$ cat src/rtl/id_stage_pkg.sv
// Shared definitions for the MIPS instruction-decode stage: opcodes, control
// field layout and the opcode-to-control decode function.
package id_stage_pkg;

  localparam int XLEN   = 32;
  localparam int NREGS  = 32;
  localparam int RIDX_W = 5;

  localparam logic [5:0] OP_RTYPE = 6'b000000;
  localparam logic [5:0] OP_LW    = 6'b100011;
  localparam logic [5:0] OP_SW    = 6'b101011;
  localparam logic [5:0] OP_BEQ   = 6'b000100;

  localparam int EX_W = 4;
  localparam int M_W  = 3;
  localparam int WB_W = 2;

  // EX = {regdst, aluop[1:0], alusrc}; M = {branch, memread, memwrite}; WB = {regwrite, memtoreg}
  localparam int EX_REGDST   = 3;
  localparam int EX_ALUOP_HI = 2;
  localparam int EX_ALUOP_LO = 1;
  localparam int EX_ALUSRC   = 0;
  localparam int M_BRANCH    = 2;
  localparam int M_MEMREAD   = 1;
  localparam int M_MEMWRITE  = 0;
  localparam int WB_REGWRITE = 1;
  localparam int WB_MEMTOREG = 0;

  typedef struct packed {
    logic [EX_W-1:0] ex;
    logic [M_W-1:0]  m;
    logic [WB_W-1:0] wb;
  } ctrl_t;

  function automatic ctrl_t decode_ctrl(input logic [5:0] opcode);
    ctrl_t c;
    c = '0;
    unique case (opcode)
      OP_RTYPE: begin c.ex = 4'b1100; c.m = 3'b000; c.wb = 2'b10; end
      OP_LW:    begin c.ex = 4'b0001; c.m = 3'b010; c.wb = 2'b11; end
      OP_SW:    begin c.ex = 4'b0001; c.m = 3'b001; c.wb = 2'b00; end
      OP_BEQ:   begin c.ex = 4'b0010; c.m = 3'b100; c.wb = 2'b00; end
      default:  c = '0;  // unsupported opcode becomes a side-effect-free bubble
    endcase
    return c;
  endfunction

  function automatic logic [XLEN-1:0] sign_ext16(input logic [15:0] imm);
    return {{(XLEN-16){imm[15]}}, imm};
  endfunction

endpackage

$ cat src/rtl/id_regfile.sv
// 32x32 register file: two combinational read ports with write-through bypass,
// one write port, $0 hardwired to zero, synchronous reset clearing all entries.
module id_regfile
  import id_stage_pkg::*;
(
  input  logic              clk,
  input  logic              rst,
  input  logic [RIDX_W-1:0] ra1_i,
  input  logic [RIDX_W-1:0] ra2_i,
  input  logic              we_i,
  input  logic [RIDX_W-1:0] wa_i,
  input  logic [XLEN-1:0]   wd_i,
  output logic [XLEN-1:0]   rd1_o,
  output logic [XLEN-1:0]   rd2_o
);

  logic [XLEN-1:0] mem_q [NREGS];
  logic            wr_en;

  assign wr_en = we_i && (wa_i != '0);

  always_ff @(posedge clk) begin
    if (rst) begin
      for (int i = 0; i < NREGS; i++) begin
        mem_q[i] <= '0;
      end
    end else if (wr_en) begin
      mem_q[wa_i] <= wd_i;
    end
  end

  // A write landing this cycle is forwarded so ID sees the value WB is committing.
  always_comb begin
    rd1_o = mem_q[ra1_i];
    if (ra1_i == '0) begin
      rd1_o = '0;
    end else if (wr_en && (wa_i == ra1_i)) begin
      rd1_o = wd_i;
    end
  end

  always_comb begin
    rd2_o = mem_q[ra2_i];
    if (ra2_i == '0) begin
      rd2_o = '0;
    end else if (wr_en && (wa_i == ra2_i)) begin
      rd2_o = wd_i;
    end
  end

endmodule

$ cat src/rtl/id_stage.sv
// MIPS instruction-decode stage: control decode, register read, sign extension
// and the ID/EX pipeline register feeding EX.
module id_stage
  import id_stage_pkg::*;
(
  input  logic              clk,
  input  logic              rst,
  input  logic [XLEN-1:0]   if_id_instr,
  input  logic [XLEN-1:0]   if_id_npc,
  input  logic [RIDX_W-1:0] mem_wb_rd,
  input  logic              mem_wb_regwrite,
  input  logic [XLEN-1:0]   wb_writedata,
  output logic [WB_W-1:0]   wb_ctlout,
  output logic [M_W-1:0]    m_ctlout,
  output logic              regdst,
  output logic              alusrc,
  output logic [1:0]        aluop,
  output logic [XLEN-1:0]   npcout,
  output logic [XLEN-1:0]   rdata1out,
  output logic [XLEN-1:0]   rdata2out,
  output logic [XLEN-1:0]   s_extendout,
  output logic [RIDX_W-1:0] instrout_2016,
  output logic [RIDX_W-1:0] instrout_1511
);

  ctrl_t             ctrl_d,  ctrl_q;
  logic [XLEN-1:0]   npc_d,   npc_q;
  logic [XLEN-1:0]   rdata1_d, rdata1_q;
  logic [XLEN-1:0]   rdata2_d, rdata2_q;
  logic [XLEN-1:0]   sext_d,  sext_q;
  logic [RIDX_W-1:0] rt_d,    rt_q;
  logic [RIDX_W-1:0] rd_d,    rd_q;

  id_regfile u_regfile (
    .clk   (clk),
    .rst   (rst),
    .ra1_i (if_id_instr[25:21]),
    .ra2_i (if_id_instr[20:16]),
    .we_i  (mem_wb_regwrite),
    .wa_i  (mem_wb_rd),
    .wd_i  (wb_writedata),
    .rd1_o (rdata1_d),
    .rd2_o (rdata2_d)
  );

  always_comb begin
    ctrl_d = decode_ctrl(if_id_instr[31:26]);
    npc_d  = if_id_npc;
    sext_d = sign_ext16(if_id_instr[15:0]);
    rt_d   = if_id_instr[20:16];
    rd_d   = if_id_instr[15:11];
  end

  // ID/EX boundary: reset clears everything so EX sees a clean bubble.
  always_ff @(posedge clk) begin
    if (rst) begin
      ctrl_q   <= '0;
      npc_q    <= '0;
      rdata1_q <= '0;
      rdata2_q <= '0;
      sext_q   <= '0;
      rt_q     <= '0;
      rd_q     <= '0;
    end else begin
      ctrl_q   <= ctrl_d;
      npc_q    <= npc_d;
      rdata1_q <= rdata1_d;
      rdata2_q <= rdata2_d;
      sext_q   <= sext_d;
      rt_q     <= rt_d;
      rd_q     <= rd_d;
    end
  end

  assign wb_ctlout     = ctrl_q.wb;
  assign m_ctlout      = ctrl_q.m;
  assign regdst        = ctrl_q.ex[EX_REGDST];
  assign aluop         = ctrl_q.ex[EX_ALUOP_HI:EX_ALUOP_LO];
  assign alusrc        = ctrl_q.ex[EX_ALUSRC];
  assign npcout        = npc_q;
  assign rdata1out     = rdata1_q;
  assign rdata2out     = rdata2_q;
  assign s_extendout   = sext_q;
  assign instrout_2016 = rt_q;
  assign instrout_1511 = rd_q;

endmodule

$ cat config.mk
export PLATFORM = sky130hd
export DESIGN_NAME = id_stage
export DESIGN_NICKNAME = d
export VERILOG_FILES = /design/src/rtl/id_stage_pkg.sv /design/src/rtl/id_regfile.sv /design/src/rtl/id_stage.sv
export SDC_FILE = /design/constraint.sdc
export NUM_CORES = 2
export LEC_CHECK = 0
export BUFFER_PORTS_ARGS = -buffer_cell sky130_fd_sc_hd__buf_2
export CORE_ASPECT_RATIO = 0.9
export CORE_MARGIN = 2
export CORE_UTILIZATION = 39
export DETAILED_ROUTE_END_ITERATION = 8
export MAX_ROUTING_LAYER = met4
export SYNTH_ARGS = -nofsm -noshare
export SYNTH_HDL_FRONTEND = slang
export SYNTH_SLANG_ARGS = --single-unit
$ cat constraint.sdc
create_clock -name clk -period 6.9 [get_ports clk]
set_input_delay 1.38 -clock clk [delete_from_list [all_inputs] [get_ports clk]]
set_output_delay 1.38 -clock clk [all_outputs]
set_load 0.005 [all_outputs]
-- Yosys cells after proc, flatten, opt, wreduce, memory -nomap -nowiden
Memories as Yosys holds them, arrays and structs flattened. A register that Yosys moved wholly into a read port is not among the register bits.
Cells that the tools add are included.
- flip-flop bits (word level): 67
- RAM bits: 1024
- bits of input ports: 104
- output and inout port bits: 147
- logic and storage cells: 28
- memories: 1
- memory list (memory ; words ; bits a word ; read ports ; clocked after Yosys merged registers in ; write ports ; RTL line ; RTL):
    u_regfile.mem_q ; 32 ; 32 ; 2 ; 2 ; 32 ; id_regfile.sv:17 ; logic [XLEN-1:0] mem_q [NREGS];
- equal/unequal tests: 3
- mux-type cells: 9
- reductions and logical operators: 8
- operators by type and width (kind ; number):
    9-bit one-hot mux with 4 select lines ; 1
    32-bit 2-to-1 mux ; 1
    32-bit OR reduction ; 1
    6-bit == test, second input constant ; 2
    5-bit zero test ; 2
    6-bit by 3-bit == test with 1-bit output, second input constant ; 1
    6-bit zero test ; 1
    1-bit 2-to-1 mux ; 6
    5-bit 2-to-1 mux ; 1
    5-bit nonzero test ; 1
    2-bit OR reduction ; 2
    1-bit logical AND ; 1

-- Depth between registers and ports, before layout
- depth in word-level cells: 7
- mapped depth: 11
- gate-level depth less buffers: 6

-- Hierarchy
Synthesis repeated with hierarchy kept, for this count alone.
- cell total of the unflattened synthesis: 4207
- area total of the unflattened synthesis: 59238.1 µm²
- modules (own cells, without submodules) (module ; instances ; cells each ; area each (µm²) ; seq. area each (µm²)):
    id_regfile ; 1 ; 3918 ; 55723.4 ; 30749.5
    id_stage ; 1 ; 289 ; 3514.6 ; 2462.4

-- Worst setup path after synthesis
OpenSTA, ideal clock, no wires.
- path kind: in2reg
- from: input port mem_wb_rd[3]
- to: memory u_regfile.mem_q[12][0], enable pin
- setup time: 330 ps
- data arrival time: 2870 ps
- data required time: 6570 ps
- setup slack: 3700 ps
- stages on the path: 6
- path buffers: 2
- path through: buf_2 or3_4 nand4bb_1 clkbuf_1 nor2_1 or2_2
- RTL lines (what ; RTL line ; RTL):
    start: declaration ; id_stage.sv:10 ; input logic [RIDX_W-1:0] mem_wb_rd,
    end: declaration ; id_regfile.sv:17 ;

==> summary.md <==
| Metric | Value |
|---|---|
| Status | `complete, no violations` |
| Hpwl dp | `122,000 um` |
| Grt total ovfl | `0` |
| GRT met2 Usage | `0.4037` |
| Synth warn | `0` |
| Switching part of the total | `0.2585` |
| Max-slew violation count | `0` |
| Fin. Hold Viols | `0` |
| HP Class | `input pin to register` |
| R2R Path Start | `u_regfile.mem_q[25][20]` |
| Avg Inst Size Synth | `13.92 um^2` |
| Port Buffers | `250` |
| CP required | `7.29 ns` |
| Share of cells above drive strength 1 | `0.2273` |
| Htree depth | `4` |
| CP max stage delay | `1.05 ns` |
| Avg WL per Cell | `31.87 um` |
| Largest net degree at the start of global routing | `93` |
| Drt pass-1 iters | `7` |
| Register bit total from synthesis | `1,147` |
| Initial Util | `0.3930` |
| Post-place setup slack | `1.836 ns` |
| Root buf cell | `clkbuf_16` |
| Antenna Violating Nets Remaining | `0` |
| Hold Crit Start | `if_id_instr[9]` |
| Row Count | `135` |
| Most used DFF post-synth | `edfxtp_1` |
| Die Width | `414.5 um` |
| Post-synthesis instance area | `59,150 um^2` |
| Commonest non-fill, non-tap cell in the layout | `edfxtp_1` |
| Core area | `150,500 um^2` |
| Period utilization | `0.6244` |
| XOR/XNOR share of the synthesized area | `0.001481` |
| Hold Path Depth | `2` |
| Flop pwr share | `0.478` |
| Number of buffers added for setup after CTS | `0` |
| Final Worst Setup Slack | `2.592 ns` |
| Simple-gate share of the synthesized area | `0.1348` |
| Die Y | `373.4 um` |
| Total power | `17.15 mW` |
| Post-synth EDFFs | `1,024` |
| Total track usage | `0.2691` |
| Grt met1 use | `0.3520` |
| Setup Viol. Count Final | `0` |
| Initial antenna violation count | `10` |
| Post-synthesis sequential area ratio | `0.5615` |
| RD Place Congestion | `0.8672` |
| Clock power share | `0.409` |
| Clk slew on worst S/H paths | `0.06 ns` |
| Setup tns final | `0 ns` |
| Clock tree buffer depth | `3` |
| WS Path Type | `input pin to register` |
| Area Growth Syn to Fin | `12.41%` |
| Vias in the first global route | `38,120` |
| Reg2reg path depth | `5` |
| Comb power frac | `0.113` |
| Cell chain of the critical path | `buf_6 -> nor2b_2 -> nand3b_1 -> nor2_4 -> or2_2` |
| First-pass GRT wire length | `289,100 um` |
| Final net count | `4,422` |
| Largest family of logic cells by synthesized area | `multiplexers` |
| RSZ-0062 raised after global routing | `false` |
| Final wirelength | `204,500 um` |
| FFs w/ async S/R, synth | `0` |
| Post-synthesis compound-gate area fraction | `0.06774` |
| Crit start category | `input pin` |
| Worst vdd ir | `287.6 uV` |
| Busiest grt layer | `met2` |
| Worst slew pin tran | `1.220 ns` |
| Area leader, netlist | `edfxtp_1` |
| Clk_lat worst skew | `0.79 ns` |
| Via count | `38,720` |
| Slew margin rel. | `0.1866` |
| Sw power | `4.433 mW` |
| CP arrival | `4.70 ns` |
| Post-synth top area share | `0.5199` |
| Register-to-register setup slack | `4.53 ns` |
| Setup crit start | `rst` |
| Leak | `24.03 nW` |
| First DRT Iteration DRCs | `5,064` |
| I/O Pins | `251` |
| Post-Synth Adder-Cell Area | `0` |
| Post-synthesis mux area share | `0.1954` |
| CTS tree | `built` |
| Pint | `12.71 mW` |
| Fmax | `232.1 MHz` |
| Reg2reg end | `rdata2out[20]` |
| Slowest cell on crit path | `nor2_4` |
| CTS Hold Buffers Added | `0` |
| Post-cts sizing count | `0` |
| Crit path max fanout | `33` |
| Total CTS buffers | `131` |
| Family with the most delay on the worst path | `simple AND/OR/NAND/NOR gates` |
| Routed vias/inst | `6.035` |
| Worst Path Buf+Inv | `1` |
| M3 GR Usage | `0.04698` |
| Clock Skew | `0.02178 ns` |
| Clk sinks | `1,147` |
| Cells after synthesis | `4,248` |
| Power Dens Cells | `257.9 nW/um^2` |
| Commonest cells after routing, fill and taps aside | `edfxtp_1 (1,024), and2_1 (994), mux2i_1 (411)` |
| Max-cap violations | `0` |
| Remaining DRCs | `0` |
| Distinct cells, synth | `58` |
| Hold EP | `s_extendout[9]` |
| Crit end category | `register` |
| Tmin final | `4.308 ns` |
| Ranking of synthesized cells by area | `edfxtp_1 (52%), mux4_2 (12%), and2_1 (11%)` |
| Die footprint | `154,800 um^2` |
==> cells by family (layout without fill, tap and decap cells) <==
family / after synthesis / after routing
muxes: 750 / 750
buffers and inverters: 470 / 617
other: 1 / 36
AOI/OAI and AO/OA: 527 / 527
DFF: 1147 / 1147
xor gates and xnor gates: 10 / 10
and+or+nand+nor: 1343 / 1343
==> flip-flops by register name, summed over array words and instances (netlist names) <==
signal           cells
instrout_2016        5
rdata2out           32
aluop                2
rdata1out           32
alusrc               1
m_ctlout             2
npcout              32
wb_ctlout            1
u_regfile.mem_q   1024
s_extendout         16
==> layer usage <==
layer,share of wire,vias up
met5,0,-
met4,0.056,0
met3,0.087,464
met2,0.46,2150
met1,0.40,19830
li1,-,16280
==> worst max-delay path by stage <==
| stage | end | cells past startpoint |
|---|---|---|
| floorplan | u_regfile.mem_q[12][0] | 6 |
| global placement | u_regfile.mem_q[6][9] | 5 |
| detailed placement | u_regfile.mem_q[6][9] | 5 |
| CTS | u_regfile.mem_q[6][3] | 5 |
| global route | u_regfile.mem_q[6][3] | 5 |
| finish | u_regfile.mem_q[6][10] | 5 |
==> stage by stage <==
step | instance area (um^2) | hold WS, ns | utilization | std cells
6_report | 66480 | 0.7979 | 0.4418 | 6416
5_1_grt | 66480 | 0.7807 | 0.4417 | 6414
4_1_cts | 66470 | 0.7441 | 0.4417 | 6412
3_5_place_dp | 62170 | 0.8318 | 0.4131 | 6171
3_3_place_gp | 62170 | 0.8145 | 0.4131 | 6171
2_1_floorplan | 59260 | 0.7389 | - | 4279
==> worst register-to-register path: cells and delay by family, from the launching register on <==
family / cells / cell delay [ns]
AOI/OAI and AO/OA: 4 / 1.87
DFF: 1 / 0.35
muxes: 1 / 0.07
==> power by group through the flow <==
stage / registers (mW) / clock network, mW / logic, mW
6_report: 8.19 / 7.01 / 1.94
5_1_grt: 8.23 / 7.34 / 2.02
4_1_cts: 8.18 / 7.09 / 1.92
3_5_place_dp: 8.32 / 0 / 1.91
3_3_place_gp: 8.31 / 0 / 1.90
2_1_floorplan: 8.23 / 0 / 1.18
==> cell usage after synthesis, types with 46 or more instances <==
library cell	n
a22oi_1	46
nand3_1	46
a221oi_1	166
o21ai_0	133
mux2i_1	411
nor2b_1	54
clkbuf_1	294
nor2_1	72
edfxtp_1	1024
and2_1	995
buf_2	79
nand2_1	80
mux4_2	322
dfxtp_1	123
==> layout make-up <==
type | count | area (um^2)
Inverter | 8 | 37.54
Multi-Input combinational cell | 2662 | 24030
Sequential cell | 1147 | 33210
Tap cell | 1986 | 2485
Antenna cell | 4 | 10.01
Timing Repair Buffer | 368 | 2400
Clock buffer | 175 | 3638
Clock inverter | 66 | 666.9
Fill cell | 13350 | 84020
Note: power is estimated with default switching activity, not from simulation.
